### src/rtl/fifo_write_arbiter.sv
// Round-robin arbiter sharing the Fifo write port among NUM_REQ requesters.
// Grants last up to MAX_BURST beats; Fifo full stalls the current grant.
module fifo_write_arbiter #(
  parameter int NUM_REQ   = 4,
  parameter int WIDTH     = 8,
  parameter int MAX_BURST = 4
) (
  input  logic                         writeClk,
  input  logic                         writeRst,
  input  logic [NUM_REQ-1:0]           reqValid,
  input  logic [NUM_REQ*WIDTH-1:0]     reqData,
  output logic [NUM_REQ-1:0]           reqReady,
  input  logic                         full,
  output logic                         write,
  output logic [WIDTH-1:0]             writeData,
  output logic [$clog2(NUM_REQ)-1:0]   grantId,
  output logic                         busy
);

  localparam int IDW = $clog2(NUM_REQ);
  localparam int CW  = $clog2(MAX_BURST + 1);

  typedef enum logic {
    IDLE,
    GRANT
  } state_t;

  state_t         state;
  logic [IDW-1:0] ptr;
  logic [IDW-1:0] owner;
  logic [CW-1:0]  burstCnt;

  logic [IDW-1:0]   pick;
  logic [IDW-1:0]   nextPtr;
  logic [WIDTH-1:0] ownerData;
  logic             anyValid;
  logic             ownerValid;
  logic             granted;
  logic             beat;
  logic             lastBeat;
  logic             rel;

  // First valid requester at or after ptr, wrapping modulo NUM_REQ.
  always_comb begin
    int  idx;
    logic found;
    idx   = 0;
    found = 1'b0;
    pick  = ptr;
    for (int k = 0; k < NUM_REQ; k++) begin
      idx = int'(ptr) + k;
      if (idx >= NUM_REQ) idx = idx - NUM_REQ;
      if (!found && reqValid[idx]) begin
        pick  = IDW'(idx);
        found = 1'b1;
      end
    end
  end

  assign anyValid   = |reqValid;
  assign ownerValid = reqValid[owner];
  assign ownerData  = reqData[owner*WIDTH +: WIDTH];

  assign nextPtr = (owner == IDW'(NUM_REQ - 1)) ?
                   '0 : owner + 1'b1;

  // Outputs are forced quiet during reset, whatever state holds.
  assign granted  = (state == GRANT) && !writeRst;
  assign beat     = granted && ownerValid && !full;
  assign lastBeat = (burstCnt == CW'(MAX_BURST - 1));
  assign rel      = !full && ((beat && lastBeat) ||
                              !ownerValid);

  assign write     = beat;
  assign writeData = beat ? ownerData : '0;
  assign busy      = granted;
  assign grantId   = granted ? owner : '0;

  always_comb begin
    reqReady = '0;
    if (granted && !full) reqReady[owner] = 1'b1;
  end

  always_ff @(posedge writeClk) begin
    if (writeRst) begin
      state    <= IDLE;
      ptr      <= '0;
      owner    <= '0;
      burstCnt <= '0;
    end else begin
      unique case (state)
        IDLE: begin
          if (anyValid) begin
            owner    <= pick;
            burstCnt <= '0;
            state    <= GRANT;
          end
        end
        GRANT: begin
          if (rel) begin
            ptr      <= nextPtr;
            burstCnt <= '0;
            state    <= IDLE;
          end else if (beat) begin
            burstCnt <= burstCnt + 1'b1;
          end
        end
      endcase
    end
  end

endmodule
### config.mk
export PLATFORM = sky130hd
export DESIGN_NAME = fifo_write_arbiter
export DESIGN_NICKNAME = d
export VERILOG_FILES = /design/src/rtl/fifo_write_arbiter.sv
export SDC_FILE = /design/constraint.sdc
export NUM_CORES = 1
export LEC_CHECK = 0
export ABC_AREA = 1
export BUFFER_PORTS_ARGS = -buffer_cell sky130_fd_sc_hd__buf_2
export CAP_MARGIN = 5
export CORE_ASPECT_RATIO = 1.25
export CORE_MARGIN = 8
export CORE_UTILIZATION = 48
export DETAILED_ROUTE_END_ITERATION = 7
export HOLD_SLACK_MARGIN = 0.08
export PLACE_DENSITY = 0.85
export REMOVE_ABC_BUFFERS = 1
export SYNTH_ARGS = -nofsm -noshare
export SYNTH_HDL_FRONTEND = slang
export SYNTH_SLANG_ARGS = --single-unit
### constraint.sdc
create_clock -name writeClk -period 2.7 [get_ports writeClk]
set_input_delay 0.54 -clock writeClk [delete_from_list [all_inputs] [get_ports writeClk]]
set_output_delay 0.54 -clock writeClk [all_outputs]
set_load 0.05 [all_outputs]
==> results of run 1 <==
registers in the layout, summed over array words and instances, names as in the netlist:
name	count
burstCnt	3
owner	2
ptr	2
state	1
per-layer routing:
layer	GRT usage, %	wire, um	vias up
met5	0	0	-
li1	-	-	722
met3	7.41	310	3
met4	5.96	17	0
met2	29.0	1430	50
met1	15.2	1250	570
final timing paths:
kind         slack (ns)   startpoint      endpoint  depth (start not counted)
max                0.34     owner[1]  writeData[6]                          7
min                0.51  burstCnt[1]   burstCnt[1]                          2
max reg2reg        1.03       ptr[0]      owner[0]                          9
min reg2reg        0.51  burstCnt[1]   burstCnt[1]                          2
power by group:
part           switching, W  leakage [nW]  internal [W]
Sequential        0.0000217        0.0656      0.000129
Clock             0.0000403        0.0138     0.0000508
Combinational      0.000179         0.663     0.0000984
Total              0.000241         0.742      0.000278
per-stage QoR:
| stage | setup slack, ns | total power (W) | setup TNS (ns) | utilization (%) |
|---|---|---|---|---|
| after global placement | 0.537 | 0.000428 | 0 | 64.9 |
| after CTS | 0.329 | 0.000524 | 0 | 66.0 |
| after global routing | 0.147 | 0.000571 | 0 | 66.0 |
| after floorplan | -0.874 | 0.000352 | -6.99 | - |
| final | 0.339 | 0.000519 | 0 | 66.0 |
| after detailed placement | 0.469 | 0.000432 | 0 | 64.9 |
critical path, stage by stage, from the launching register on:
cell and delay, ns:
dfxtp_1 0.63, a21oi_1 0.07, o21ai_1 0.09, nand2_1 0.10, nor2_1 0.15, inv_2 0.10
a21oi_1 0.13, buf_2 0.28
cell families (layout without fill, tap and decap cells):
logic type | count (synthesis) | in the layout | share of synthesized area [%]
AOI/OAI and AO/OA | 37 | 37 | 19.4
adders and majority gates | 6 | 6 | 7.33
buffers and inverters | 28 | 81 | 10.9
DFF | 8 | 8 | 15.6
and+or+nand+nor | 116 | 116 | 46.7
layout by cell type, fill, tap and decap left out:
cell / n
clkinv_1: 1
nand2_2: 5
inv_1: 16
nor2_1: 52
clkbuf_4: 3
a21oi_2: 1
dfxtp_1: 8
nand4_1: 1
o21ai_1: 4
a21oi_1: 11
buf_2: 54
nand2_1: 44
nand3_1: 10
nor2_4: 1
o21ai_0: 18
o211ai_1: 1
ha_1: 6
nor2_2: 2
inv_2: 6
nor4_1: 1
buf_4: 1
o21ai_2: 2
layout make-up:
class / count / share of cell area, %
repair buffers: 55 / 21.0
flip-flops and latches: 8 / 12.1
clock buffers: 3 / 1.70
inverters: 23 / 6.52
multi-input cells: 159 / 56.8
well taps: 20 / 1.89
==> impl_metrics.py, run 1 <==
metrics = {
    "status": {
        "run_status": "finished, final reports clean",
    },
    "placement": {
        "routabilityCongestion": 0.818,
        "cell_count_after_placement": 265,
        "hpwl_mm": 2.54,
        "port_buffers": 54,
        "placed_area_um2": 1300,
    },
    "yosys": {
        "synth.cells.most_frequent": "52 x nor2_1, 44 x nand2_1, 18 x o21ai_0, 16 x inv_1, 11 x a21oi_1",
        "postSynth.topFlopCell": "dfxtp_1",
        "synth-edff-count": 0,
        "dominant_cell_by_count_in_the_synthesized_netlist": "nor2_1",
        "synthDominantCellAreaShare_pct": 19.1,
        "synthesis.area_per_instance_um2": 5.25,
        "post_synth_inst_count": 195,
        "yosysUniqueCellTypes": 22,
        "ys_ff_latch": 8,
        "post_synth_main_area_contributors": "nor2_1 19%, nand2_1 16%, dfxtp_1 16%",
        "synthDominantAreaCellType": "nor2_1",
        "synth_area_um2": 1020,
        "yosys_warnings": 0,
        "yosysSeqAreaShare_pct": 15.6,
        "synth_async_sr_flop_share_pct": 0,
    },
    "floorplan": {
        "floorplan.die_area_um2": 3870,
        "floorplan.die.height_um": 67.6,
        "initial_util_pct": 51.1,
        "rows": 18,
        "io-pin-count": 55,
        "die_width_um": 57.3,
        "core_region_area_um2": 2000,
    },
    "routing": {
        "detailedRoute.firstIterationViolations": 37,
        "routed-via-count": 1345,
        "via_per_inst": 5.02,
        "wl_per_cell_um": 11.2,
        "postRouteWirelength_mm": 3.00,
        "ant_nets": 0,
        "drc": 0,
        "detail_route.first_pass.iterations": 6,
    },
    "clocking": {
        "clk_pin_slew_worst_paths_ns": 0.05,
        "cts-root-buf": "clkbuf_4",
        "cts_inserted_buffers": 3,
        "ctsLongestPathBuffers": 2,
        "post-cts-setup-buffer-count": 0,
        "post_cts.resized_instances": 0,
        "clk-insertion-delay-late_ns": 0.25,
        "cts-htree-levels": 1,
        "post_cts_hold_buffer_count": 0,
        "cts.sinks": 8,
        "tritoncts_clock_tree": "done",
    },
    "timing": {
        "slew_headroom_pct": 66.8,
        "worst_hold_slack_ns": 0.505,
        "timing.fmax_mhz": 424,
        "max_slew.worst_pin.slew_ns": 0.497,
        "timing_max_transition_violations_final": 0,
        "setup_violations": 0,
        "post-route-min-period_ns": 2.36,
        "skew_ns": 0.00119,
        "finalHoldViolCount": 0,
        "layout_worst_path_cycle_share_pct": 87.4,
        "rsz0062_at_grt": "false",
    },
    "run": {
        "max_cap_viol_count": 0,
    },
    "cells_and_area": {
        "area_delta_synth_final_pct": 29.3,
        "layout.cells.non_filler": 268,
        "postLayoutCellArea_um2": 1320,
        "filler_cell_count": 218,
        "ff_latch_area_um2": 160,
        "final_layout_size_suffix_gt1_share_pct": 30.2,
        "antenna-diode-count": 0,
        "footprint_of_the_multi_input_gates_um2": 752,
        "layout.nets": 295,
    },
    "global_route": {
        "largest_net_degree_at_the_start_of_global_routing": 21,
        "grt.overflow.total": 0,
        "first_global_vias": 1350,
        "grt_antenna_before_repair": 0,
        "grt_pass1_wl_mm": 5.06,
        "globalRouteTotalUtil_pct": 15.8,
    },
    "pwr": {
        "power.density_nw_per_um2": 392,
        "max-vdd-ir-drop_v": 0.000236,
        "p_leak_nw": 0.742,
    },
    "critical_path": {
        "arrival_ns": 1.82,
        "crit_path_start_kind": "flip-flop",
        "endpoint_kind": "output pin",
        "crit_fanout": 14,
        "setup_cp_type": "flip-flop to output pin",
        "critPathRequiredTime_ns": 2.16,
    },
    "min_path": {
        "timing.hold.worst.class": "flip-flop to flip-flop",
    },
}
Power figures use the tool's default switching activity.
==> run 2: changes to the inputs <==
CELL_PAD_IN_SITES_DETAIL_PLACEMENT = 0   (was not set)
CELL_PAD_IN_SITES_GLOBAL_PLACEMENT = 1   (was not set)
CORE_UTILIZATION = 30   (was 48)
PLACE_DENSITY = not set   (was 0.85)
PLACE_DENSITY_LB_ADDON = 0.1   (was not set)
SKIP_LAST_GASP = 1   (was not set)
==> impl_metrics.py, run 2 (synthesized netlist as in run 1, its figures left out) <==
metrics = {
    "timing": {
        "setup_violations": 0,
        "finalHoldViolCount": 0,
        "layout_worst_path_cycle_share_pct": 87.6,
        "rsz0062_at_grt": "false",
        "skew_ns": 0.00273,
        "post-route-min-period_ns": 2.36,
        "max_slew.worst_pin.slew_ns": 0.483,
        "worst_hold_slack_ns": 0.511,
        "timing_max_transition_violations_final": 0,
        "timing.fmax_mhz": 423,
        "setup_total_neg_slack_ns": 0,
        "slew_headroom_pct": 67.7,
    },
    "floorplan": {
        "core_region_area_um2": 3220,
        "rows": 23,
        "floorplan.die_area_um2": 5550,
        "io-pin-count": 55,
        "die_width_um": 68.2,
        "initial_util_pct": 31.8,
        "floorplan.die.height_um": 81.3,
    },
    "clocking": {
        "post_cts.resized_instances": 0,
        "cts_inserted_buffers": 3,
        "clk_pin_slew_worst_paths_ns": 0.04,
        "cts.sinks": 8,
        "cts-root-buf": "clkbuf_8",
        "cts-htree-levels": 1,
        "post_cts_hold_buffer_count": 0,
        "clk-insertion-delay-late_ns": 0.23,
        "ctsLongestPathBuffers": 2,
        "post-cts-setup-buffer-count": 0,
        "tritoncts_clock_tree": "done",
    },
    "critical_path": {
        "crit_slowest_cell": "dfxtp_1",
        "critPathRequiredTime_ns": 2.16,
        "setup_cp_type": "flip-flop to output pin",
        "endpoint_kind": "output pin",
        "critical_path_cell_by_cell": "a21oi_1 -> o21ai_1 -> nand2_1 -> nor2_1 -> inv_2 -> a21oi_1 -> buf_2",
        "cpMostUsedCell": "a21oi_1",
        "crit_path_start_kind": "flip-flop",
        "crit_path_max_incr_delay_ns": 0.61,
        "crit_fanout": 14,
        "arrival_ns": 1.82,
    },
    "cells_and_area": {
        "mostFrequentLayoutCells": "54 x buf_2, 52 x nor2_1, 44 x nand2_1, 18 x o21ai_0, 16 x inv_1",
        "final_layout_size_suffix_gt1_share_pct": 30.8,
        "most_common_cell_after_layout_fill_and_taps_aside": "buf_2",
        "layout.nets": 297,
        "postLayoutCoreUtil_pct": 42.8,
        "area_delta_synth_final_pct": 34.7,
        "postLayoutCellArea_um2": 1380,
        "filler_cell_count": 365,
        "largest_register_ff_count": 3,
        "largest_register": "burstCnt",
        "largestRegisters": "burstCnt x3, owner x2, ptr x2",
        "antenna-diode-count": 0,
    },
    "status": {
        "run_status": "finished, final reports clean",
    },
    "routing": {
        "detailedRoute.firstIterationViolations": 34,
        "routed-via-count": 1294,
        "ant_nets": 0,
        "drc": 0,
        "via_per_inst": 4.51,
        "postRouteWirelength_mm": 3.19,
        "wl_per_cell_um": 11.1,
        "detail_route.first_pass.iterations": 3,
    },
    "min_path": {
        "timing.hold.worst.class": "flip-flop to flip-flop",
    },
    "placement": {
        "placed_area_um2": 1340,
        "routabilityCongestion": 0.730,
        "hpwl_mm": 2.59,
        "port_buffers": 54,
    },
    "pwr": {
        "p_leak_nw": 0.760,
        "max-vdd-ir-drop_v": 0.000274,
        "power.density_nw_per_um2": 423,
    },
    "run": {
        "max_cap_viol_count": 0,
    },
    "global_route": {
        "largest_net_degree_at_the_start_of_global_routing": 20,
        "grt_antenna_before_repair": 0,
        "globalRouteTotalUtil_pct": 12.0,
        "grt.overflow.total": 0,
        "first_global_vias": 1289,
        "grt_pass1_wl_mm": 5.40,
    },
}
-- run 2: cell type report --
type                            instances  area [um^2]  area share [%]
Timing Repair Buffer                   57          293            21.2
Clock buffer                            3         41.3            2.99
Sequential cell                         8          160            11.6
Inverter                               23         86.3            6.26
Multi-Input combinational cell        159          752            54.5
Tap cell                               37         46.3            3.36
-- run 2: metal layers --
layer	vias up	global-route usage, %	part of all wire, %
li1	726	-	-
met4	0	4.31	1.4
met2	41	20.5	46
met3	5	5.23	7.3
met5	-	0	0
met1	522	12.8	45
-- run 2: report_power, final --
group / switching (W) / internal, W / leakage (nW)
registers: 0.0000243 / 0.000129 / 0.0656
clock network: 0.0000494 / 0.0000968 / 0.0216
logic: 0.000179 / 0.000104 / 0.673
total: 0.000253 / 0.000330 / 0.760
-- run 2: path summary, 6_finish.rpt --
path | startpoint | endpoint | slack (ns) | cells past startpoint
worst max register to register | ptr[0] | owner[1] | 1.02 | 9
worst min-delay path | burstCnt[1] | burstCnt[1] | 0.51 | 2
worst min register to register | burstCnt[1] | burstCnt[1] | 0.51 | 2
worst max-delay path | owner[0] | writeData[7] | 0.34 | 7
-- run 2: through the flow --
step | std cells | worst slack, ns | power (W)
after floorplan | 190 | -0.874 | 0.000352
after global placement | 284 | 0.514 | 0.000444
after detailed placement | 284 | 0.464 | 0.000443
after CTS | 287 | 0.308 | 0.000594
after global routing | 287 | 0.134 | 0.000647
final | 287 | 0.336 | 0.000583
-- run 2: critical path: cells and delay by family (launching register included) --
family / cells / cell delay, ns
buffers and inverters: 2 / 0.38
and+or+nand+nor: 2 / 0.27
DFF: 1 / 0.61
AOI/OAI and AO/OA: 3 / 0.32
